**src/rtl/seqdet_pkg.sv**
```systemverilog
// Shared constants and config type for the serial pattern detector.
// Latency: n/a (package only).
// Backpressure: n/a (package only).
package seqdet_pkg;

    localparam int         DEF_PAT_W   = 8;
    localparam int         DEF_CNT_W   = 16;
    localparam logic [7:0] DEF_PATTERN = 8'b0000_1011;
    localparam int         DEF_LEN     = 4;

    // Config is held at the widest supported size so one type serves every PAT_W.
    localparam int CFG_PAT_MAX = 32;
    localparam int CFG_LEN_W   = 6;

    typedef struct packed {
        logic [CFG_PAT_MAX-1:0] pattern;
        logic [CFG_LEN_W-1:0]   len;
        logic                   overlap;
    } seqdet_cfg_t;

    // Mask selecting the low 'len' bits of a right-aligned pattern.
    function automatic logic [CFG_PAT_MAX-1:0] len_mask(input logic [CFG_LEN_W-1:0] len);
        logic [CFG_PAT_MAX-1:0] m;
        for (int i = 0; i < CFG_PAT_MAX; i++) begin
            m[i] = (i < int'(len));
        end
        return m;
    endfunction

endpackage

```
**src/rtl/seqdet_match_cnt.sv**
```systemverilog
// Saturating match counter: counts detector pulses, holds at all-ones.
// Latency: count reflects an increment one clock after inc is seen.
// Backpressure: none; inc is sampled every clock.
module seqdet_match_cnt #(
    parameter int CNT_W = 16
) (
    input  logic             clock,
    input  logic             reset,
    input  logic             inc,
    output logic [CNT_W-1:0] count
);

    // Increment on each match, stop at all-ones instead of wrapping.
    always_ff @(posedge clock or negedge reset) begin
        if (!reset) begin
            count <= '0;
        end else if (inc && (count != '1)) begin
            count <= count + CNT_W'(1);
        end
    end

endmodule

```
**src/rtl/seq_detector_param.sv**
```systemverilog
// Serial pattern detector with runtime pattern/length/overlap; optional match counter (SEQDET_MATCH_CNT_EN).
// Latency: detector_out pulses one clock after the edge accepting the final pattern bit.
// Backpressure: none; bits are taken only when in_valid=1, cfg_load wins over data.
module seq_detector_param #(
    parameter int               PAT_W       = seqdet_pkg::DEF_PAT_W,
    parameter int               CNT_W       = seqdet_pkg::DEF_CNT_W,
    parameter logic [PAT_W-1:0] DEF_PATTERN = PAT_W'(seqdet_pkg::DEF_PATTERN),
    parameter int               DEF_LEN     = seqdet_pkg::DEF_LEN,
    localparam int              LEN_W       = $clog2(PAT_W + 1)
) (
    input  logic             clock,
    input  logic             reset,
    input  logic             sequence_in,
    input  logic             in_valid,
    input  logic             cfg_load,
    input  logic [PAT_W-1:0] cfg_pattern,
    input  logic [LEN_W-1:0] cfg_len,
    input  logic             cfg_overlap,
    output logic             detector_out
`ifdef SEQDET_MATCH_CNT_EN
    ,
    output logic [CNT_W-1:0] match_count
`endif
);

    import seqdet_pkg::*;

    localparam seqdet_cfg_t CFG_RESET = '{
        pattern: CFG_PAT_MAX'(DEF_PATTERN),
        len:     CFG_LEN_W'(DEF_LEN),
        overlap: 1'b1
    };

    logic [1:0]       rst_pipe;
    logic             rst_n;
    seqdet_cfg_t      cfg_q, cfg_d;
    logic [PAT_W-1:0] hist_q, hist_d, hist_shift;
    logic [LEN_W-1:0] fill_q, fill_d, fill_inc;
    logic             det_q, det_d;
    logic             len_ok, hit;

    // Assert asynchronously, release two clocks later so state never sees a raw deassert.
    always_ff @(posedge clock or negedge reset) begin
        if (!reset) begin
            rst_pipe <= '0;
        end else begin
            rst_pipe <= {rst_pipe[0], 1'b1};
        end
    end

    assign rst_n = rst_pipe[1];

    // Next-state: config load has priority and drops the same-edge data bit; otherwise shift and compare.
    always_comb begin
        hist_shift = {hist_q[PAT_W-2:0], sequence_in};
        fill_inc   = (int'(fill_q) >= PAT_W) ? fill_q : fill_q + LEN_W'(1);
        len_ok     = (cfg_q.len != '0) && (int'(cfg_q.len) <= PAT_W);
        hit        = len_ok && (int'(fill_inc) >= int'(cfg_q.len)) &&
                     (((CFG_PAT_MAX'(hist_shift) ^ cfg_q.pattern) & len_mask(cfg_q.len)) == '0);

        cfg_d  = cfg_q;
        hist_d = hist_q;
        fill_d = fill_q;
        det_d  = 1'b0;

        if (cfg_load) begin
            cfg_d.pattern = CFG_PAT_MAX'(cfg_pattern);
            cfg_d.len     = CFG_LEN_W'(cfg_len);
            cfg_d.overlap = cfg_overlap;
            fill_d        = '0;
        end else if (in_valid) begin
            hist_d = hist_shift;
            // Non-overlapping mode restarts the fill so the next match needs len fresh bits.
            fill_d = (hit && !cfg_q.overlap) ? '0 : fill_inc;
            det_d  = hit;
        end
    end

    // State and output registers.
    always_ff @(posedge clock or negedge rst_n) begin
        if (!rst_n) begin
            cfg_q  <= CFG_RESET;
            hist_q <= '0;
            fill_q <= '0;
            det_q  <= 1'b0;
        end else begin
            cfg_q  <= cfg_d;
            hist_q <= hist_d;
            fill_q <= fill_d;
            det_q  <= det_d;
        end
    end

    assign detector_out = det_q;

    // The oldest history bit is shifted out before any compare can see it.
`ifdef SEQDET_MATCH_CNT_EN
    logic unused_bits;
    assign unused_bits = hist_q[PAT_W-1];

    seqdet_match_cnt #(
        .CNT_W (CNT_W)
    ) u_match_cnt (
        .clock (clock),
        .reset (rst_n),
        .inc   (det_d),
        .count (match_count)
    );
`else
    // CNT_W only sizes the counter, which this build leaves out.
    logic unused_bits;
    assign unused_bits = hist_q[PAT_W-1] ^ (CNT_W != 0);
`endif

endmodule

```
**config.mk**
```make
export PLATFORM = sky130hd
export DESIGN_NAME = seq_detector_param
export DESIGN_NICKNAME = d
export VERILOG_FILES = /design/src/rtl/seqdet_pkg.sv /design/src/rtl/seqdet_match_cnt.sv /design/src/rtl/seq_detector_param.sv
export SDC_FILE = /design/constraint.sdc
export NUM_CORES = 1
export LEC_CHECK = 0
export BUFFER_PORTS_ARGS = -buffer_cell sky130_fd_sc_hd__buf_2
export CORE_AREA = 3 3 55 57
export CTS_CLUSTER_SIZE = 28
export DETAILED_ROUTE_END_ITERATION = 16
export DIE_AREA = 0 0 58 60
export MAX_ROUTING_LAYER = met4
export PLACE_DENSITY = 0.76
export SLEW_MARGIN = 20
export SYNTH_ARGS = -nofsm -noshare
export SYNTH_HDL_FRONTEND = slang
export SYNTH_SLANG_ARGS = --single-unit
```
**constraint.sdc**
```tcl
create_clock -name clock -period 1.1 [get_ports clock]
set_input_delay 0.11 -clock clock [delete_from_list [all_inputs] [get_ports clock]]
set_output_delay 0.11 -clock clock [all_outputs]
set_load 0.005 [all_outputs]
```
==> results.tsv, run 1 <==
stage	metric	value	unit
yosys	Avg Synthesized Cell Area	11.19	um2
finish	Nets	224	
place	pre-CTS setup slack	-1.072	ns
cts	Worst-path clk slew	0.15	ns
power	Pleak	0.9711	nW
finish	share of cells above drive strength 1	51.76	%
setup_path	worst setup path category	reg -> reg	
setup_path	CP Max Fanout	2	
route	Starting DRT DRC Count	46	
die	Core ar.	2522	um2
place	PortBufs	18	
place	DP Cell Count	201	
grt	met2 global-route usage	36.77	%
sta	RSZ-0062 raised after global routing	yes	
route	via density per instance	5.371	
sta	final worst slack	-1.157	ns
place	dpl cell area	1794	um2
yosys	Area contributors post-synth	dfrtp_1 38%, mux2_2 13%, dfstp_2 9.0%	
yosys	top-count cell post-synth	dfrtp_1	
yosys	Distinct cells, synth	36	
sta	final setup vio count	5	
finish	Layout fillers	144	
route	First-pass DRT Iterations	4	
setup_path	CP max-delay cell	dfrtp_1	
finish	final non-filler cell total	229	
setup_path	CP Launch Type	flip-flop	
die	# rows	18	
die	DIE AREA	3480	um2
sta	Final Hold Vio Count	0	
die	Initial Utilization	57.69	%
die	die height	60	um
run	max_cap viols	0	
cts	TritonCTS Buffers	3	
cts	clk_lat worst skew	0.33	ns
worst_hold_path	worst hold path class	in -> reg	
yosys	top post-synthesis cells by count	22 x dfrtp_1, 17 x mux2_2, 9 x xor2_1	
route	drt drc	0	
grt	vias in the first global route	1288	
yosys	synthesized cell area	1455	um2
worst_hold_path	hold wc startpoint	cfg_pattern[1]	
yosys	Synth area leader	dfrtp_1	
sta	FMAX	0.4431	GHz
yosys	share of synthesized registers carrying an async set or reset	100.0	%
sta	final worst-path cycle share	205.2	%
setup_path	Critical Path, Cell by Cell	buf_6 -> inv_4 -> ha_4 -> mux2_4 -> ha_4 -> a2111o_1 -> buf_4 -> buf_6 -> o2111ai_2 -> o41a_1	
grt	busiest grt layer	met2	
setup_path	CP required	1.37	ns
cts	clk buf depth	2	
setup_path	RR Startpoint	fill_q[1]	
sta	crit path time final	2.257	ns
setup_path	CP peak stage delay	0.42	ns
setup_path	r2r endpoint	fill_q[1]	
yosys	number of synthesized flops with an enable pin	0	
setup_path	Critical Path AT	2.53	ns
cts	htree depth	1	
yosys	Most used DFF post-synth	dfrtp_1	
yosys	Ys Warns	0	
cts	CTS tree	done	
route	routed via count	1230	
cts	root buf cell	clkbuf_4	
setup_path	register-to-register setup slack	-1.16	ns
status	failing checks	negative setup slack	
route	total wire length	3426	um
grt	grt ovf	0	
sta	Setup Skew	0.001873	ns
grt	initial antenna violation count	0	
finish	# diodes	0	
setup_path	FF-to-FF path depth	10	
place	Final HPWL DP	2337	um
power	power per cell area	1422	nW/um2
yosys	Mapped Cells	130	
grt	M1 GR Usage	28.02	%
sta	hold slack	0.005824	ns
power	Max VDD drop	1.242	mV
yosys	syn_nets	154	
place	routability congestion estimate	0.9079	
die	I/O pins	19	
grt	pin count of the biggest net entering global routing	26	
yosys	post-synth top area share	37.83	%
setup_path	CP Capture Type	flip-flop	
sta	fin. max-slew vios	0	
status	status	finished with violations	
cts	CTS Sinks	27	
grt	met3 usage	2.808	%
yosys	Seq/Total Area, Yosys	46.86	%
yosys	Yosys reg bits	27	
finish	post-route cell area	2096	um2
grt	Total GRT Usage	22.32	%
grt	global-route wire length before repair	5720	um
worst_hold_path	Min-Delay Path Depth	2	
route	WL/cell	14.96	um
finish	Area Growth Syn to Fin	44.02	%
route	Post-DRT Antenna Nets	0	
worst_hold_path	Hold Path Sink	cfg_q[8]	
die	Die Wd	58	um
[critical path: cells and delay by family (launching register included)]
family,cells,cell delay (ns)
muxes,1,0.29
DFF,1,0.42
buffers and inverters,4,0.44
adders and majority gates,2,0.42
AOI/OAI and AO/OA,3,0.63
[registers in the layout (all words and copies together) (netlist names)]
signal and count:
fill_q 4, detector_out 1, cfg_q 13, hist_q 7
rst_pipe 2
[kinds of logic after synthesis]
family | count (synthesis) | synth area share [%]
AO/OA/AOI/OAI | 31 | 15.91
flip-flops | 27 | 46.86
AND/OR/NAND/NOR | 24 | 8.943
multiplexers | 17 | 13.16
buffers and inverters | 14 | 3.697
XOR/XNOR | 10 | 6.019
adder cells (fa/ha/maj) | 6 | 5.159
other | 1 | 0.2577
[area by class of cell]
cell class / count / area [um2] / area share [%]
Clock buffer: 3 / 22.52 / 1.075
Clock inverter: 1 / 7.507 / 0.3582
Inverter: 9 / 36.28 / 1.731
Multi-Input combinational cell: 89 / 794.5 / 37.91
Sequential cell: 27 / 681.9 / 32.54
Tap cell: 30 / 37.54 / 1.791
Timing Repair Buffer: 70 / 515.5 / 24.60
[worst max path at each step]
stage	startpoint	end	slack, ns	cells past startpoint
after floorplan	fill_q[0]	fill_q[0]	-0.98	8
after detailed placement	fill_q[0]	fill_q[3]	-1.07	10
after CTS	fill_q[0]	fill_q[2]	-1.06	8
after global placement	fill_q[0]	detector_out	-1.00	8
after global routing	fill_q[1]	fill_q[3]	-1.22	9
final	fill_q[1]	fill_q[1]	-1.16	10
[where the power goes]
group	switching (W)	leakage (nW)	internal, W	total (W)
registers	0.000115	0.322	0.00117	0.00128
clock network	0.000299	0.0139	0.000139	0.000438
logic	0.000575	0.635	0.000685	0.00126
[what timing repair did]
| item | CTS | global route |
|---|---|---|
| resized for setup | 11 | 4 |
| setup endpoints to repair | 5 | 5 |
| hold endpoints to repair | 9 | 3 |
| pin swaps | 11 | 6 |
| hold buffers | 8 | 3 |
| setup buffers | 10 | 3 |
[cell usage in the layout, fill, tap and decap left out, drive strengths merged, types with 2 or more instances in the layout]
cell and count:
nor2 5, a21oi 5, xor2 9, mux2 17, dfstp 5, o211ai 2, o21ai 10, nor4 4
nand2 8, inv 9, a31oi 3, nand3 2, dlygate4sd3 11, dfrtp 22, buf 59, ha 6
nand2b 2, clkbuf 3, nor2b 2
[routing by layer]
metal	part of all wire [%]	vias to the layer above
met1	44	599
li1	-	599
met5	0	-
met3	2.6	6
met4	1.1	0
met2	52	26
[per-stage QoR]
stage / util (%) / total power (W) / setup TNS, ns
finish: 83.09 / 0.002979 / -5.640
global route: 83.09 / 0.003151 / -6.041
global placement: 71.13 / 0.002264 / -4.950
detailed placement: 71.13 / 0.002307 / -5.264
CTS: 80.51 / 0.002890 / -5.098
floorplan: - / 0.001909 / -4.718
(Power assumes the default switching activity.)
==> inputs of run 2 (changes only) <==
--- a/config.mk
+++ b/config.mk
@@ -6,12 +6,14 @@
 export NUM_CORES = 1
 export LEC_CHECK = 0
 export BUFFER_PORTS_ARGS = -buffer_cell sky130_fd_sc_hd__buf_2
-export CORE_AREA = 3 3 55 57
+export CELL_PAD_IN_SITES_DETAIL_PLACEMENT = 1
+export CELL_PAD_IN_SITES_GLOBAL_PLACEMENT = 1
+export CORE_AREA = 3 3 61 63
 export CTS_CLUSTER_SIZE = 28
 export DETAILED_ROUTE_END_ITERATION = 16
-export DIE_AREA = 0 0 58 60
+export DIE_AREA = 0 0 64 66
 export MAX_ROUTING_LAYER = met4
-export PLACE_DENSITY = 0.76
+export PLACE_DENSITY_LB_ADDON = 0.08
 export SLEW_MARGIN = 20
 export SYNTH_ARGS = -nofsm -noshare
 export SYNTH_HDL_FRONTEND = slang
==> run 2 against run 1 <==
The run still ends with negative setup slack left. Largest power group unchanged. Global-route usage is 3.0 points lower. Critical path depth did not move. Register-to-register slack better by 0.02 ns. Setup slack improved by 0.016 ns. Critical path type unchanged. Clock power shrank 2%. Combinational power is 3% lower. Cell count rose by 5.2%. Hold slack gained 0.0033 ns.
==> results.tsv, run 2 (same netlist as run 1, synthesis figures left out) <==
stage	metric	value	unit	change
status	status	finished with violations		
status	failing checks	negative setup slack		
finish	Nets	220		-1.8%
cts	CTS Sinks	27		unchanged
setup_path	CP Launch Type	flip-flop		
cts	Worst-path clk slew	0.14	ns	about the same
finish	share of cells above drive strength 1	53.85	%	+2.1 points
die	# rows	21		+3
route	First-pass DRT Iterations	4		unchanged
grt	global-route wire length before repair	6092	um	+6.5%
cts	CTS tree	done		
place	pre-CTS setup slack	-1.168	ns	-0.09569 ns
sta	crit path time final	2.241	ns	-0.01641 ns
sta	Worst-Margin Slew	0.4990	ns	
grt	grt ovf	0		unchanged
setup_path	Critical Path AT	2.43	ns	-0.10 ns
power	power per cell area	1393	nW/um2	-2.0%
finish	post-layout util	64.04	%	-19 points
route	Post-DRT Antenna Nets	0		unchanged
place	routability congestion estimate	0.8003		-12%
cts	TritonCTS Buffers	3		unchanged
sta	Setup Skew	0.006030	ns	+0.004157 ns
die	Initial Utilization	44.30	%	-13 points
grt	Total GRT Usage	19.35	%	-3.0 points
run	max_cap viols	0		unchanged
power	Max VDD drop	1.023	mV	-18%
cts	clk_lat worst skew	0.33	ns	about the same
route	WL/cell	15.19	um	+1.5%
cts	clk buf depth	2		unchanged
setup_path	CP required	1.29	ns	-0.08 ns
sta	Final Hold Vio Count	0		unchanged
sta	RSZ-0062 raised after global routing	yes		
setup_path	CP Capture Type	flip-flop		
route	Starting DRT DRC Count	29		-37%
cts	htree depth	1		unchanged
finish	max reg flops	13		unchanged
sta	final worst slack	-1.141	ns	+0.01641 ns
sta	Slew headroom	66.62	%	
power	Pleak	0.9614	nW	-1.0%
grt	initial antenna violation count	0		unchanged
die	I/O pins	19		unchanged
grt	pin count of the biggest net entering global routing	26		unchanged
die	Die Wd	64	um	+10%
sta	final worst-path cycle share	203.7	%	-1.5 points
setup_path	worst setup path category	reg -> reg		
finish	# diodes	0		unchanged
sta	final setup vio count	5		unchanged
place	Final HPWL DP	2603	um	+11%
finish	most common cell after layout, fill and taps aside	buf_4		
route	routed via count	1199		-2.5%
place	PortBufs	18		unchanged
die	die height	66	um	+10%
finish	commonest cells after routing, fill and taps aside	38 x buf_4, 21 x dfrtp_1, 18 x buf_2		
sta	FMAX	0.4463	GHz	+0.73%
sta	fin. max-slew vios	0		unchanged
finish	Area Growth Syn to Fin	44.54	%	
die	DIE AREA	4224	um2	+21%
route	drt drc	0		unchanged
route	via density per instance	4.975		-7.4%
cts	root buf cell	clkbuf_4		
finish	largest register by flop count	cfg_q		
setup_path	CP Max Fanout	4		+2
route	total wire length	3661	um	+6.9%
worst_hold_path	worst hold path class	in -> reg		
die	Core ar.	3284	um2	+30%
sta	Setup TNS Final	-5.517	ns	+0.1229 ns
grt	vias in the first global route	1291		+0.23%
finish	largest registers	cfg_q (13), hist_q (7), fill_q (4)		
run 2: cell count changes in the layout (fill, tap and decap cells not counted), sizes merged:
cell / delta
buf: -2
clkbuf: +1
clkinvlp: -1
dlygate4sd3: -2
run 2: power breakdown:
part           internal (W)  switching (W)  leakage [nW]
Combinational      0.000653       0.000570         0.626
Clock              0.000142       0.000289        0.0150
Sequential          0.00117       0.000110         0.320
run 2: worst max-delay path, stage by stage, from the launching register on:
cell       delay (ns)
dfrtp_1          0.44
ha_2             0.20
nor2b_4          0.12
xnor2_2          0.19
inv_2            0.09
ha_4             0.27
o21ai_2          0.05
nand2b_1         0.12
nand3_2          0.10
a2111oi_4        0.37
a31oi_1          0.16
run 2: timing repair:
item | in CTS | in global routing
hold buffers | 9 | 0
gates resized for setup | 7 | 10
setup endpoints to repair | 5 | 5
pin swaps | 7 | 9
setup buffers | 6 | 4
hold endpoints to repair | 10 | 0
run 2: layout make-up:
cell class              count  area, um2
inverters                   9      33.78
multi-input cells          89      817.0
flip-flops and latches     27      683.2
fillers                   361       1181
clock buffers               4      26.28
well taps                  46      57.56
repair buffers             66      485.5
run 2: worst paths after layout:
path	start	to	slack, ns	cells after the start
worst max-delay path	fill_q[0]	fill_q[3]	-1.14	10
worst min-delay path	cfg_pattern[6]	cfg_q[13]	0.009	2
worst max register to register	fill_q[0]	fill_q[3]	-1.14	10
worst min register to register	rst_pipe[1]	hist_q[6]	0.24	1
max in group asynchronous	rst_pipe[1]	cfg_q[7]	0.56	1
min in group asynchronous	reset	rst_pipe[0]	0.06	2
run 2: routing by layer:
layer,global-route usage [%],share of wire [%],vias up
met2,33.94,53,20
met3,2.041,2.3,5
met1,23.28,43,585
met4,6.469,1.4,0
li1,-,-,589
met5,-,0,-
run 2: stage by stage:
stage	hold WS (ns)	cells	area, um2	total power, W
3_5_place_dp	-0.1043	218	1834	0.002347
5_1_grt	0.001038	241	2103	0.003116
3_3_place_gp	-0.1058	218	1834	0.002290
2_1_floorplan	-0.1856	130	1476	0.001909
4_1_cts	0.001067	237	2028	0.002869
6_report	0.009123	241	2103	0.002930
==> inputs of run 3 (changes only) <==
--- a/config.mk
+++ b/config.mk
@@ -5,15 +5,16 @@
 export SDC_FILE = /design/constraint.sdc
 export NUM_CORES = 1
 export LEC_CHECK = 0
-export BUFFER_PORTS_ARGS = -buffer_cell sky130_fd_sc_hd__buf_2
 export CELL_PAD_IN_SITES_DETAIL_PLACEMENT = 1
 export CELL_PAD_IN_SITES_GLOBAL_PLACEMENT = 1
-export CORE_AREA = 3 3 61 63
+export CORE_AREA = 3 3 59 61
 export CTS_CLUSTER_SIZE = 28
 export DETAILED_ROUTE_END_ITERATION = 16
-export DIE_AREA = 0 0 64 66
+export DIE_AREA = 0 0 62 64
+export DONT_BUFFER_PORTS = 1
 export MAX_ROUTING_LAYER = met4
 export PLACE_DENSITY_LB_ADDON = 0.08
+export RECOVER_POWER = 25
 export SLEW_MARGIN = 20
 export SYNTH_ARGS = -nofsm -noshare
 export SYNTH_HDL_FRONTEND = slang
==> run 3 against run 2 <==
The run ends with negative hold slack, negative setup slack left. Routed wire length up 4.9%. Hold slack worse by 0.19 ns. Combinational power about the same. Via count down 0.75%. First-iteration DRC count up 14%. Cell count down 7.1%. Critical endpoint unchanged.
==> results.tsv, run 3 (same netlist as run 1, synthesis figures left out) <==
stage	metric	value	unit	change
status	status	finished with violations		
status	failing checks	negative hold slack, negative setup slack		
setup_path	CP Capture Type	flip-flop		
grt	met2 global-route usage	39.77	%	+5.8 points
sta	final worst slack	-1.108	ns	+0.03238 ns
setup_path	CP peak stage delay	0.45	ns	about the same
power	internal power	0.001965	W	+0.25%
route	Post-DRT Antenna Nets	0		unchanged
finish	post-layout util	66.45	%	+2.4 points
sta	Worst-Margin Slew	0.7188	ns	+0.2198 ns
die	DIE AREA	3968	um2	-6.1%
setup_path	Crit path max-delay family	compound AO/OA/AOI/OAI gates		
cts	TritonCTS Buffers	3		unchanged
grt	Total GRT Usage	22.86	%	+3.5 points
power	combinational share of power	41.4	%	-0.3 points
power	sequential power share	44.0	%	+0.5 points
finish	Area Growth Syn to Fin	38.26	%	
grt	global-route wire length before repair	6465	um	+6.1%
finish	multi-input logic area	799.5	um2	-2.1%
die	Initial Utilization	48.06	%	+3.8 points
setup_path	RR Startpoint	fill_q[0]		
setup_path	r2r endpoint	fill_q[3]		
finish	# diodes	0		unchanged
sta	fin. max-slew vios	0		unchanged
sta	final worst-path cycle share	200.7	%	-2.9 points
die	Die Wd	62	um	-3.1%
setup_path	Critical Path, Cell by Cell	ha_2 -> nor2b_4 -> xnor2_2 -> inv_1 -> ha_1 -> o21ai_1 -> nand2b_1 -> nand3_2 -> a2111oi_4 -> a31oi_1		
setup_path	worst setup path category	reg -> reg		
die	Core ar.	3028	um2	-7.8%
sta	FMAX	0.4529	GHz	+1.5%
cts	clk buf depth	2		unchanged
grt	initial antenna violation count	0		unchanged
sta	final setup vio count	5		unchanged
die	# rows	20		-4.8%
power	Final Power	0.002939	W	+0.29%
route	First-pass DRT Iterations	4		unchanged
run	max_cap viols	0		unchanged
setup_path	CP bufs+invs	1		unchanged
grt	vias in the first global route	1350		+4.6%
cts	Hold Buf Count CTS	14		+5
route	via density per instance	5.313		+6.8%
place	DP Cell Count	196		-10%
sta	Slew headroom	52.08	%	-15 points
place	Final HPWL DP	2431	um	-6.6%
finish	commonest cells after routing, fill and taps aside	34 x buf_4, 21 x dfrtp_1, 16 x mux2_2		
sta	Setup Skew	0.002662	ns	-0.003368 ns
setup_path	CP max-delay cell	dfrtp_1		
finish	Nets	205		-6.8%
route	routed via count	1190		-0.75%
worst_hold_path	hold wc startpoint	cfg_load		
cts	htree depth	1		unchanged
finish	largest registers	cfg_q (13), hist_q (7), fill_q (4)		
route	Starting DRT DRC Count	33		+14%
power	Max VDD drop	1.108	mV	+8.3%
die	I/O pins	19		unchanged
cts	root buf cell	clkbuf_4		
cts	Worst-path clk slew	0.14	ns	about the same
place	dpl cell area	1714	um2	-6.5%
setup_path	CP required	1.30	ns	about the same
setup_path	Critical Path AT	2.41	ns	-0.02 ns
finish	Register Area	683.2	um2	unchanged
grt	met3 usage	4.242	%	+2.2 points
sta	RSZ-0062 raised after global routing	yes		
route	drt drc	0		unchanged
setup_path	FF-to-FF path depth	10		unchanged
finish	largest register by flop count	cfg_q		
grt	M1 GR Usage	25.94	%	+2.7 points
setup_path	CP Max Fanout	4		unchanged
finish	max reg flops	13		unchanged
finish	share of cells above drive strength 1	43.89	%	-10 points
setup_path	register-to-register setup slack	-1.11	ns	+0.03 ns
grt	busiest grt layer	met2		
cts	CTS tree	done		
place	routability congestion estimate	0.8246		+3.0%
worst_hold_path	Min-Delay Path Depth	1		-1
cts	clk_lat worst skew	0.33	ns	about the same
place	PortBufs	0		-18
die	die height	64	um	-3.0%
finish	post-route cell area	2012	um2	-4.3%
finish	most common cell after layout, fill and taps aside	buf_4		
route	WL/cell	17.15	um	+13%
cts	CTS Sinks	27		unchanged
setup_path	Crit path depth	10		unchanged
sta	Final Hold Vio Count	15		+15
grt	pin count of the biggest net entering global routing	21		-19%
power	Pleak	0.8909	nW	-7.3%
power	Psw	0.0009732	W	+0.38%
setup_path	CP Launch Type	flip-flop		
grt	grt ovf	0		unchanged
finish	final non-filler cell total	224		-7.1%
power	switching portion of total power	33.12	%	about the same
power	Clk pwr share	14.6	%	about the same
sta	hold slack	-0.1809	ns	-0.1900 ns
finish	Layout fillers	318		-12%
power	power per cell area	1461	nW/um2	+4.8%
worst_hold_path	worst hold path class	in -> reg		
worst_hold_path	Hold Path Sink	cfg_q[0]		
sta	crit path time final	2.208	ns	-0.03238 ns
route	total wire length	3842	um	+4.9%
==> run 3: cell types whose count changed in the layout (fill, tap and decap cells not counted), sizes merged <==
| cell | delta |
|---|---|
| clkbuf | +2 |
| dlygate4sd3 | +5 |
| buf | -22 |
==> run 3: worst max path at each step <==
stage	start	endpoint	slack, ns
2_1_floorplan	fill_q[0]	fill_q[0]	-0.98
3_3_place_gp	fill_q[0]	fill_q[0]	-1.06
3_5_place_dp	fill_q[0]	fill_q[2]	-1.08
4_1_cts	fill_q[0]	fill_q[3]	-1.01
5_1_grt	fill_q[0]	detector_out	-1.22
6_report	fill_q[0]	fill_q[3]	-1.11
==> run 3: layout make-up <==
cell class,instances,share of cell area [%]
flip-flops and latches,27,33.96
well taps,44,2.736
clock buffers,4,1.306
inverters,9,1.679
multi-input cells,89,39.74
repair buffers,51,20.58
==> run 3: per-stage QoR <==
| stage | worst slack [ns] | setup TNS, ns |
|---|---|---|
| 2_1_floorplan | -0.9761 | -4.718 |
| 3_3_place_gp | -1.061 | -5.027 |
| 3_5_place_dp | -1.082 | -5.146 |
| 4_1_cts | -1.007 | -4.945 |
| 5_1_grt | -1.218 | -5.983 |
| 6_report | -1.108 | -5.412 |
==> run 3: routing by layer <==
layer,share of wire (%),wire length (um),up-vias
li1,-,-,563
met1,39,1516,599
met2,57,2184,22
met3,2.2,86,6
met4,1.4,55,0
met5,0,0,-
==> run 3: worst register-to-register path, cell delays in order, from the launching register on <==
cell       delay (ns)
dfrtp_1          0.45
ha_2             0.20
nor2b_4          0.12
xnor2_2          0.15
inv_1            0.09
ha_1             0.28
o21ai_1          0.06
nand2b_1         0.14
nand3_2          0.13
a2111oi_4        0.33
a31oi_1          0.14
==> run 3: timing repair <==
action / CTS / global route
pin swaps: 2 / 0
setup buffers: 9 / 1
endpoints found under the setup margin: 5 / 5
gates resized for setup: 13 / 1
endpoints found under the hold margin: 19 / 15
==> run 3: power groups by stage <==
| stage | Clock [W] | Combinational [W] | Sequential (W) |
|---|---|---|---|
| after floorplan | 0 | 0.000606 | 0.00130 |
| after global placement | 0 | 0.000975 | 0.00129 |
| after detailed placement | 0 | 0.000999 | 0.00130 |
| after CTS | 0.000438 | 0.00115 | 0.00128 |
| after global routing | 0.000502 | 0.00133 | 0.00132 |
| final | 0.000430 | 0.00122 | 0.00129 |
